## src/rtl/stage2_cordic.sv

```systemverilog
// Vectoring-mode CORDIC: converts a Cartesian pair (M >= 0, N signed) into
// a gain-compensated magnitude and a Q2.10 angle, one micro-rotation per clock.
module stage2_cordic #(
    parameter int ITER  = 14,
    parameter int GUARD = 4
) (
    input  logic                clock,
    input  logic                reset,
    input  logic                validIn,
    input  logic [13:0]         M,
    input  logic signed [14:0]  N,
    output logic [15:0]         magMN,
    output logic signed [12:0]  atan,
    output logic                validOut
);

    // x/y carry GUARD fractional bits and enough headroom for the CORDIC gain
    localparam int XW     = 19 + GUARD;
    localparam int ZW     = 13;
    localparam int CW     = (ITER > 1) ? $clog2(ITER) : 1;
    localparam int TDEPTH = 1 << CW;
    localparam int PW     = XW + 15;

    localparam logic [14:0]   GAIN       = 15'd19898;
    localparam logic [PW-1:0] ROUND_BIAS = PW'(1) << (14 + GUARD);

    localparam logic [1:0] ST_IDLE  = 2'd0;
    localparam logic [1:0] ST_BUSY  = 2'd1;
    localparam logic [1:0] ST_SCALE = 2'd2;
    localparam logic [1:0] ST_LOAD  = 2'd3;

    function automatic logic signed [ZW-1:0] atan_lut(input int idx);
        case (idx)
            0:       atan_lut = 13'sd804;
            1:       atan_lut = 13'sd475;
            2:       atan_lut = 13'sd251;
            3:       atan_lut = 13'sd127;
            4:       atan_lut = 13'sd64;
            5:       atan_lut = 13'sd32;
            6:       atan_lut = 13'sd16;
            7:       atan_lut = 13'sd8;
            8:       atan_lut = 13'sd4;
            9:       atan_lut = 13'sd2;
            10:      atan_lut = 13'sd1;
            11:      atan_lut = 13'sd1;
            default: atan_lut = 13'sd0;
        endcase
    endfunction

    logic signed [ZW-1:0] atan_table [TDEPTH];

    genvar gi;
    generate
        for (gi = 0; gi < TDEPTH; gi++) begin : g_table
            assign atan_table[gi] = atan_lut(gi);
        end
    endgenerate

    logic [1:0]           state_reg;
    logic [CW-1:0]        iter_reg;
    logic signed [XW-1:0] x_reg, y_reg;
    logic signed [ZW-1:0] z_reg;
    logic [PW-1:0]        prod_reg;
    logic                 zero_reg;
    logic [15:0]          mag_reg;
    logic signed [ZW-1:0] angle_reg;
    logic                 valid_reg;

    logic signed [XW-1:0] x_init, y_init;
    logic signed [XW-1:0] x_shift, y_shift;
    logic signed [XW-1:0] x_next, y_next;
    logic signed [ZW-1:0] z_next;
    logic signed [XW-1:0] x_pos;
    logic [PW-1:0]        prod_next;
    logic [PW-1:0]        mag_full;
    logic [15:0]          mag_sat;

    always_comb begin
        x_init = XW'(M) <<< GUARD;
        y_init = XW'(N) <<< GUARD;
    end

    // Micro-rotation drives y toward zero; every update uses the old x and y
    always_comb begin
        x_shift = x_reg >>> iter_reg;
        y_shift = y_reg >>> iter_reg;
        if (!y_reg[XW-1]) begin
            x_next = x_reg + y_shift;
            y_next = y_reg - x_shift;
            z_next = z_reg + atan_table[iter_reg];
        end else begin
            x_next = x_reg - y_shift;
            y_next = y_reg + x_shift;
            z_next = z_reg - atan_table[iter_reg];
        end
    end

    always_comb begin
        x_pos     = x_reg[XW-1] ? '0 : x_reg;
        prod_next = PW'($unsigned(x_pos)) * PW'(GAIN);
        mag_full  = (prod_reg + ROUND_BIAS) >> (15 + GUARD);
        mag_sat   = (|mag_full[PW-1:16]) ? 16'hFFFF : mag_full[15:0];
    end

    always_ff @(posedge clock) begin
        if (reset) begin
            state_reg <= ST_IDLE;
            iter_reg  <= '0;
            x_reg     <= '0;
            y_reg     <= '0;
            z_reg     <= '0;
            prod_reg  <= '0;
            zero_reg  <= 1'b0;
            mag_reg   <= '0;
            angle_reg <= '0;
            valid_reg <= 1'b0;
        end else begin
            valid_reg <= 1'b0;
            case (state_reg)
                ST_IDLE: begin
                    if (validIn) begin
                        x_reg     <= x_init;
                        y_reg     <= y_init;
                        z_reg     <= '0;
                        iter_reg  <= '0;
                        zero_reg  <= (M == 14'd0) && (N == 15'sd0);
                        state_reg <= ST_BUSY;
                    end
                end
                ST_BUSY: begin
                    x_reg    <= x_next;
                    y_reg    <= y_next;
                    z_reg    <= z_next;
                    iter_reg <= iter_reg + CW'(1);
                    if (iter_reg == CW'(ITER - 1)) begin
                        state_reg <= ST_SCALE;
                    end
                end
                ST_SCALE: begin
                    prod_reg  <= prod_next;
                    state_reg <= ST_LOAD;
                end
                ST_LOAD: begin
                    // The zero vector would otherwise leave z at the sum of the table
                    mag_reg   <= zero_reg ? 16'd0 : mag_sat;
                    angle_reg <= zero_reg ? '0 : z_reg;
                    valid_reg <= 1'b1;
                    state_reg <= ST_IDLE;
                end
                default: state_reg <= ST_IDLE;
            endcase
        end
    end

    assign magMN    = mag_reg;
    assign atan     = angle_reg;
    assign validOut = valid_reg;

endmodule

```

## config.mk

```make
export PLATFORM = sky130hd
export DESIGN_NAME = stage2_cordic
export DESIGN_NICKNAME = d
export VERILOG_FILES = /design/src/rtl/stage2_cordic.sv
export SDC_FILE = /design/constraint.sdc
export NUM_CORES = 1
export LEC_CHECK = 0
export CAP_MARGIN = 20
export CORE_ASPECT_RATIO = 1.1
export CORE_MARGIN = 5
export CORE_UTILIZATION = 30
export CTS_BUF_LIST = sky130_fd_sc_hd__clkbuf_8
export DETAILED_ROUTE_END_ITERATION = 10
export PLACE_DENSITY = 0.56
export SYNTH_ARGS = -nofsm -noshare
export SYNTH_HDL_FRONTEND = slang
export SYNTH_SLANG_ARGS = --single-unit
```

## constraint.sdc

```tcl
create_clock -name clock -period 7.9 [get_ports clock]
set_input_delay 1.58 -clock clock [delete_from_list [all_inputs] [get_ports clock]]
set_output_delay 1.58 -clock clock [all_outputs]
set_load 0.1 [all_outputs]
```

After elaboration in Yosys (flattened, before gate mapping). Memories as Yosys holds them, arrays and structs flattened. Cells that the tools add are included.

Bits in registers: 133. Bits in read-only memories: 208. Input bits: 32. Output and inout bits: 30. Memories: 1.

Add/sub/neg operators: 8. Multiply operators: 1. Magnitude comparators: 1. Eq/ne operators: 6. Shifts and indexed selects: 2. Muxes and demuxes: 21. Bitwise operators: 1. Reduce and logical (&&, ||, !) cells: 9.

Memories: (no name shown) (words 16, width 13, read ports 1, clocked after memory_dff 0, write ports 0, RTL line 94) `z_next = z_reg - atan_table[iter_reg];`.

Operators with widths (number): $mux W23 (4); $pmux W23 S2 (2); $mux W13 (5); $add A23 B23 Y23 (2); $sshr A23 B4 Y23 (2); $sub A23 B23 Y23 (2); $add A38 B19 Y38 const B (1); $mul A22 B14 Y36 const B (1); $mux W16 (2); $pmux W13 S2 (1); $mux W22 (1); $logic_not A15 Y1 (1); $logic_not A14 Y1 (1); $add A13 B13 Y13 (1); $sub A13 B13 Y13 (1); $pmux W2 S4 (1); $pmux W4 S2 (1); $reduce_and A2 Y1 (3); $ge A5 B5 Y1 const B (1); $not A4 Y5 (1); $add A4 B1 Y4 const B (1); $eq A2 B2 Y1 const B (2); $eq A4 B4 Y1 const B (1); $mux W2 (2); other kinds (8) (9).

Depth between registers and ports, before layout. Gate-level depths: netlist (run 1).

Word-level depth: 7. Mapped depth: 28. Depth with buffers taken out: 25.

Worst setup path before layout (run 1). No wires, ideal clock.

Kind: register to register. Start point: register x_reg[22]. End point: register prod_reg[33]. Setup time: 0.122 ns. Data arrival time: 6.662 ns. Path slack: 1.116 ns. Cell stages (with the launch flop): 27. Path buffers: 4. Period minus slack after synthesis: 6.784 ns. Cells stage by stage: dfxtp_1 -> clkbuf_1 -> clkbuf_1 -> clkbuf_1 -> clkbuf_1 -> nor2b_1 -> fa_1 -> ha_1 -> inv_1 -> fa_1 -> inv_1 -> fa_1 -> fa_1 -> inv_1 -> fa_1 -> inv_1 -> ha_1 -> a21o_1 -> a21o_1 -> a21oi_1 -> o21ai_0 -> a221o_1 -> a31oi_1 -> o21ai_0 -> a31oi_1 -> xor2_1 -> o21ai_0.

Longest elaborated chain between the ends: 2.

RTL lines: from (decl) (RTL line 61) `logic signed [XW-1:0] x_reg, y_reg;`; from (signal assigned) (RTL line 122) `x_reg <= x_init;`; from (signal assigned) (RTL line 131) `x_reg <= x_next;`; $mux W22 (RTL line 99) `x_pos = x_reg[XW-1] ? '0 : x_reg;`; $mul A22 B14 Y36 (RTL line 100) `prod_next = PW'($unsigned(x_pos)) * PW'(GAIN);`; to (signal assigned) (RTL line 140) `prod_reg <= prod_next;`; to (decl) (RTL line 63) `logic [PW-1:0] prod_reg;`.

Every way passes these cells. A chain may end at the register's enable or synchronous reset.

Final worst setup path (run 1).
Start point: register x_reg[7]. End point: register prod_reg[32].

The elaborated chain is that of the path after synthesis.

==> results of run 1 <==
-- per-stage QoR --
step                hold WS, ns  instance area (um^2)  worst slack [ns]  utilization (%)
floorplan                0.4257                 17300             1.116                -
global placement         0.4408                 18550             1.330            32.43
detailed placement       0.4414                 18550             1.170            32.43
CTS                      0.4676                 18970             1.147            33.17
global route             0.4794                 18970            0.6465            33.17
finish                   0.4632                 18980             1.141            33.17
-- Yosys cell counts (8+ instances only) --
library cell	instances
a211oi_1	36
a21boi_0	11
a21o_1	45
a21oi_1	148
a22oi_1	14
a31oi_1	22
and2_1	12
and3_1	17
buf_1	18
buf_2	12
clkbuf_1	76
dfxtp_1	115
fa_1	108
ha_1	199
inv_1	204
mux2_2	22
mux2i_1	72
mux4_2	35
nand2_1	155
nand2b_1	18
nand3_1	21
nand4_1	13
nor2_1	212
nor2b_1	45
nor3_1	32
nor4_1	11
o211ai_1	18
o21a_1	13
o21ai_0	72
o31ai_1	8
or2_2	8
or3_1	9
xnor2_1	100
xor2_1	55
-- metal layers --
| metal | vias to the layer above | part of all wire, % | track usage, % |
|---|---|---|---|
| met5 | - | 0 | 0 |
| met1 | 7106 | 47 | 22.52 |
| met2 | 325 | 46 | 25.85 |
| li1 | 7227 | - | - |
| met3 | 52 | 4.5 | 2.676 |
| met4 | 0 | 1.8 | 3.995 |
-- cell type report --
cell class,count,area share (%)
timing repair buffer,85,4.154
inverter,206,4.075
multi-input combinational,1647,72.39
clock buffer,17,1.233
tap,752,4.958
clock inverter,14,0.9956
sequential,115,12.18
antenna,1,0.01319
-- worst paths after layout --
path,from,endpoint
worst max-delay path,x_reg[7],prod_reg[32]
worst min-delay path,magMN[9],magMN[9]
worst max register to register,x_reg[7],prod_reg[32]
worst min register to register,magMN[9],magMN[9]
-- worst reg2reg max path, delay by kind of cell (launching register included) --
family,cells,cell delay (ns)
simple gates,2,0.78
fa+ha+maj,6,2.50
xor+xnor,2,0.36
compound gates,10,2.11
flops,1,0.70
buf+inv,3,0.18
-- cells by family (layout without fill, tap and decap cells) --
group                    Yosys count  count (layout)  share of synthesized area (%)
AND/OR/NAND/NOR                  585             585                          15.86
AO/OA/AOI/OAI                    450             450                          16.63
buffers and inverters            319             322                          7.321
adder cells (fa/ha/maj)          312             312                          27.18
XOR/XNOR                         155             155                          7.849
multiplexers                     145             145                          11.85
flip-flops                       115             115                          13.31
other                              0               1                              0
==> impl_metrics.yaml, run 1 <==
setup_path:
  cp-end-kind: "flip-flop"
  reg2regPathDepth: 23
  required_ns: 8.26
  crit_top_cell: "fa_1"
  critPathLaunchType: "flip-flop"
  cp_num_buf_inv: 3
  critPathMaxFanout: 17
  cp_slowest_cell: "dfxtp_1"
  arrival_ns: 7.12
  reg2reg_slack_ns: 1.14
  cp_top_family: "adder cells"
  crit_cells: 23
  crit_path_cell_trace: "nor2b_1, nand2_1, xnor2_1, ha_1, a31oi_1, fa_1, inv_1, fa_1, fa_1, inv_1, fa_1, inv_1, ha_1, a21o_1, a21o_1, a21oi_1, o21ai_0, a221o_1, a31oi_1, o21ai_0, a21oi_1, xor2_1, o22ai_1"
  slowest_delay_ns: 0.70
  path_class: "flip-flop to flip-flop"
synthesis:
  yosys_warnings: 0
  synth_edf_count: 0
  synth-main-ff-cell: "dfxtp_1"
  syn_inst: 2081
  syn_nets: 2420
  ys_ff_latch: 115
  yosysTopAreaCellShare_pct: 14.40
  yosysTopAreaCell: "ha_1"
  synth_area_mm2: 0.01730
  synth-seq-area-share_pct: 13.31
  avgSynthCellArea_um2: 8.312
  synthArstFlopShare_pct: 0
  synth_area_leaders: "ha_1 14%, dfxtp_1 13%, fa_1 13%"
  ys_types: 83
timing:
  slew_headroom_pct: 31.08
  rsz0062_at_grt: "false"
  worst_pin_slew_ns: 1.034
  max_freq_mhz: 148.0
  slew_viol_final: 0
  fin_tns_setup_ns: 0
  finalSetupViolCount: 0
  post-route-min-period_ns: 6.759
  skew_ns: 0.01072
  finalHoldViolCount: 0
  post-route-period-util_pct: 85.55
drt:
  dr.first_iter.drc_count: 989
  drc: 0
  num_vias: 14710
  firstDrtPassIters: 5
  via_per_inst: 5.185
  antenna_left: 0
  wl_per_cell_um: 17.68
  wl_mm: 50.15
die:
  start_util_pct: 30.23
  rows: 92
  core-area_mm2: 0.05721
  die_area_mm2: 0.06256
  die_y_um: 261.8
  fp.dieW_um: 238.9
  io_pins: 62
clock_tree:
  cts_max_level: 4
  hold_buffers: 0
  cts_setup_buffers: 0
  cts_root_buf: "clkbuf_8"
  cts_resized: 0
  cts_buffer_depth: 2
  path_clk_slew_ns: 0.08
  clk_latency_ns: 0.50
  numCtsBuffers: 17
  clock-sinks: 115
  cts_tree: "done"
placed_design:
  detailed_place_hpwl_mm: 40.08
  port_buffers: 61
  dp.cells: 2805
  place_congestion: 0.9217
global_routing:
  grt_pass1_vias: 14580
  grt_pass1_wl_mm: 80.90
  grt_start_max_net_pins: 63
  grt_usage_pct: 16.04
  overflow: 0
  antenna_found_initial: 0
final_layout:
  nFillCells: 5941
  syn_to_final_growth_pct: 9.715
  final_cell_count_no_fill: 2837
  final_layout_size_suffix_gt1_share_pct: 6.814
  layout_commonest_cell: "nor2_1"
  nNetsFinal: 2411
  seq_area_mm2: 0.002311
  multiInputGateArea_mm2: 0.01374
  mostFrequentLayoutCells: "211 x nor2_1, 206 x inv_1, 198 x ha_1"
run:
  cap_viol_max_count: 0
hold_path:
  whs_path_depth: 1
  hold_class: "flip-flop to flip-flop"
outcome:
  status: "finished clean"
Power of run 1 is left out: the tool's default activity adds up to more than one toggle a clock period on the data nets, which glitch-free logic cannot reach.
==> inputs of run 2 (changes only) <==
- SLEW_MARGIN: unset -> 25
==> impl_metrics.yaml, run 2 (same netlist as run 1, synthesis figures left out) <==
die:
  core-area_mm2: 0.05721
  die_y_um: 261.8
  start_util_pct: 30.23
  fp.dieW_um: 238.9
  die_area_mm2: 0.06256
  rows: 92
  io_pins: 62
global_routing:
  grt_start_max_net_pins: 63
  grt_usage_pct: 16.04
  overflow: 0
  grt_pass1_vias: 14580
  antenna_found_initial: 0
  grt_pass1_wl_mm: 80.90
clock_tree:
  path_clk_slew_ns: 0.08
  cts_buffer_depth: 2
  clk_latency_ns: 0.50
  cts_max_level: 4
  numCtsBuffers: 17
  hold_buffers: 0
  cts_tree: "done"
  cts_setup_buffers: 0
  clock-sinks: 115
  cts_root_buf: "clkbuf_8"
  cts_resized: 0
drt:
  num_vias: 14688
  drc: 0
  wl_mm: 50.21
  dr.first_iter.drc_count: 983
  firstDrtPassIters: 5
  wl_per_cell_um: 17.70
  antenna_left: 0
  via_per_inst: 5.177
setup_path:
  arrival_ns: 7.13
  cp-end-kind: "flip-flop"
  cp_slowest_cell: "dfxtp_1"
  reg2regPathDepth: 23
  slowest_delay_ns: 0.69
  crit_path_cell_trace: "nor2b_1, nand2_1, xnor2_1, ha_1, a31oi_1, fa_1, inv_1, fa_1, fa_1, inv_1, fa_1, inv_1, ha_1, a21o_1, a21o_1, a21oi_1, o21ai_0, a221o_1, a31oi_1, o21ai_0, a21oi_1, xor2_1, o22ai_1"
  startpoint: "x_reg[7]"
  crit_top_cell: "fa_1"
  critPathLaunchType: "flip-flop"
  r2r-start: "x_reg[7]"
  critPathMaxFanout: 17
  required_ns: 8.26
  path_class: "flip-flop to flip-flop"
timing:
  skew_ns: 0.01145
  post-route-min-period_ns: 6.771
  max_freq_mhz: 147.7
  post-route-period-util_pct: 85.71
  rsz0062_at_grt: "false"
  slew_viol_final: 0
  finalHoldViolCount: 0
  worst_pin_slew_ns: 1.030
  slew_headroom_pct: 31.31
  finalSetupViolCount: 0
  fin_tns_setup_ns: 0
placed_design:
  port_buffers: 61
  detailed_place_hpwl_mm: 40.08
  place_congestion: 0.9217
outcome:
  status: "finished clean"
final_layout:
  utilization_pct: 33.18
  layout_commonest_cell: "nor2_1"
  mostFrequentLayoutCells: "211 x nor2_1, 206 x inv_1, 197 x ha_1"
  multiInputGateArea_mm2: 0.01374
  nFillCells: 5940
  final_layout_size_suffix_gt1_share_pct: 6.862
  syn_to_final_growth_pct: 9.730
  seq_area_mm2: 0.002311
  nNetsFinal: 2411
hold_path:
  hp-start: "magMN[9]"
  hold_class: "flip-flop to flip-flop"
  whs_path_depth: 1
run:
  cap_viol_max_count: 0
## run 2: cell counts in the layout (fill, tap and decap cells not counted)
No cell type changed its count.
## run 2: worst max-delay path, delay by kind of cell (launching register included)
family / cells / cell delay [ns]
AOI/OAI and AO/OA: 10 / 2.12
xor gates and xnor gates: 2 / 0.36
adders and majority gates: 6 / 2.50
buffers and inverters: 3 / 0.18
DFF: 1 / 0.69
and+or+nand+nor: 2 / 0.79
## run 2: cell type report
| class | instances | share of cell area (%) |
|---|---|---|
| antenna | 1 | 0.01318 |
| clock buffer | 17 | 1.233 |
| clock inverter | 14 | 0.9954 |
| inverter | 206 | 4.074 |
| multi-input combinational | 1647 | 72.40 |
| sequential | 115 | 12.18 |
| tap | 752 | 4.957 |
| timing repair buffer | 85 | 4.153 |
## run 2: layer usage
metal  part of all wire (%)  GRT usage (%)  wire [um]  up-vias
li1                       -              -          -     7236
met1                     48          22.52      24080     7114
met2                     46          25.85      23190      282
met3                    4.0          2.676       1992       56
met4                    1.9          3.995        949        0
met5                      0              0          0        -
## run 2: final timing paths
path / to / slack, ns
worst max-delay path: prod_reg[32] / 1.13
worst min-delay path: magMN[9] / 0.46
worst max register to register: prod_reg[32] / 1.13
worst min register to register: magMN[9] / 0.46
## run 2: metrics by stage
step	cell area, um^2	hold slack (ns)	std cells	setup slack, ns
global route	18980	0.4794	2836	0.6465
global placement	18550	0.4408	2805	1.330
CTS	18970	0.4676	2836	1.147
floorplan	17300	0.4257	2081	1.116
detailed placement	18550	0.4414	2805	1.170
finish	18980	0.4632	2837	1.129
Power of run 2 is left out for the same reason.
==> inputs of run 3 (changes only) <==
- CTS_CLUSTER_SIZE: unset -> 30
- RECOVER_POWER: unset -> 100
==> impl_metrics.yaml, run 3 (same netlist as run 1, synthesis figures left out) <==
drt:
  wl_per_cell_um: 17.70
  top_layer: "met4"
  wl_mm: 50.21
  met1_length_mm: 23.61
  num_vias: 14712
  met2_length_mm: 23.18
  antenna_left: 0
  wl_met3_mm: 2.469
  dr.first_iter.drc_count: 1026
  drc: 0
  via_per_inst: 5.186
  firstDrtPassIters: 5
die:
  die_y_um: 261.8
  start_util_pct: 30.23
  io_pins: 62
  fp.dieW_um: 238.9
  rows: 92
  die_area_mm2: 0.06256
  core-area_mm2: 0.05721
setup_path:
  crit_path_cell_trace: "clkbuf_1, mux4_2, mux2_1, mux2i_1, nand4_1, a21oi_4, nand3_2, nor2_2, mux2i_1, o21a_1, o21ai_2, ha_1, and4_1, and3_1, a21oi_1, nand2_1, o41ai_1, o21ai_0, xor2_1, a22oi_1, nor2_1"
  r2r-start: "iter_reg[1]"
  slowest_delay_ns: 0.98
  critPathLaunchType: "flip-flop"
  critPathMaxFanout: 54
  path_class: "flip-flop to flip-flop"
  reg2regPathDepth: 21
  crit_top_cell: "mux2i_1"
  cp-end-kind: "flip-flop"
  regToRegEndpoint: "x_reg[19]"
  cp_slowest_cell: "clkbuf_1"
  required_ns: 8.18
  arrival_ns: 7.41
  reg2reg_slack_ns: 0.77
final_layout:
  mostFrequentLayoutCells: "212 x nor2_1, 206 x inv_1, 197 x ha_1"
  layout_commonest_cell: "nor2_1"
  syn_to_final_growth_pct: 9.512
  nNetsFinal: 2411
  final_layout_size_suffix_gt1_share_pct: 6.286
  fin_area_mm2: 0.01894
  nFillCells: 5947
  final_cell_count_no_fill: 2837
timing:
  rsz0062_at_grt: "false"
  slew_headroom_pct: -85.88
  worst_slack_ns: 0.7708
  finalSetupViolCount: 0
  slew_viol_final: 112
  fin_tns_setup_ns: 0
  skew_ns: 0.01383
  post-route-min-period_ns: 7.129
  max_freq_mhz: 140.3
  worst_pin_slew_ns: 2.788
  post-route-period-util_pct: 90.24
  finalHoldViolCount: 0
hold_path:
  holdPathEnd: "magMN[9]"
  hp-start: "magMN[9]"
  whs_path_depth: 1
  hold_class: "flip-flop to flip-flop"
clock_tree:
  clk_latency_ns: 0.50
  cts_tree: "done"
  numCtsBuffers: 17
  path_clk_slew_ns: 0.08
  clock-sinks: 115
  cts_setup_buffers: 0
  cts_max_level: 4
  hold_buffers: 0
  cts_resized: 0
  cts_root_buf: "clkbuf_8"
  cts_buffer_depth: 2
global_routing:
  grt_start_max_net_pins: 63
  antenna_found_initial: 0
  grt_usage_pct: 16.04
  grt_pass1_vias: 14580
  overflow: 0
  grt_pass1_wl_mm: 80.90
placed_design:
  detailed_place_hpwl_mm: 40.08
  dp.cells: 2805
  place_congestion: 0.9217
  placed_cell_area_mm2: 0.01855
  pre_cts_slack_ns: 1.170
  port_buffers: 61
outcome:
  status: "complete, but fails checks"
  violations: "capacitance limit, slew limit"
run:
  cap_viol_max_count: 2
run 3: changes by cell type in the layout (fill, tap and decap cells not counted), sizes merged:
cell / previous run / this run
clkbuf: 17 / 22
dlygate4sd3: 0 / 30
buf: 25 / 20
clkdlybuf4s50: 60 / 30
run 3: critical path, delay by kind of cell (launching register included):
family,cells,cell delay (ns)
muxes,4,1.42
adders and majority gates,1,0.30
AOI/OAI and AO/OA,7,1.91
and+or+nand+nor,7,1.23
DFF,1,0.84
xor gates and xnor gates,1,0.19
buffers and inverters,1,0.98
run 3: layout make-up:
class                      count  area (um^2)  share of cell area (%)
multi-input combinational   1647        13720                   72.45
sequential                   115         2310                   12.19
tap                          752        940.9                   4.967
inverter                     206        773.2                   4.082
timing repair buffer          85        769.5                   4.062
clock buffer                  17        234.0                   1.235
clock inverter                14        188.9                  0.9974
antenna                        1        2.502                 0.01321
run 3: worst max-delay path by stage:
| stage | startpoint | end | slack (ns) |
|---|---|---|---|
| final | iter_reg[1] | x_reg[19] | 0.77 |
| after global placement | x_reg[7] | prod_reg[32] | 1.33 |
| after floorplan | x_reg[22] | prod_reg[33] | 1.12 |
| after detailed placement | x_reg[7] | prod_reg[33] | 1.17 |
| after global routing | iter_reg[1] | x_reg[19] | 0.33 |
| after CTS | x_reg[7] | prod_reg[33] | 1.15 |
run 3: per-layer routing:
metal  track usage, %  vias up
li1                 -     7233
met1            22.52     7118
met2            25.85      306
met3            2.676       55
met4            3.995        0
met5                0        -
run 3: stage by stage:
step / hold slack (ns) / util [%]
2_1_floorplan: 0.4257 / -
3_3_place_gp: 0.4408 / 32.43
3_5_place_dp: 0.4414 / 32.43
4_1_cts: 0.4676 / 33.17
5_1_grt: 0.4803 / 33.11
6_report: 0.4577 / 33.11
Power of run 3 is left out for the same reason.
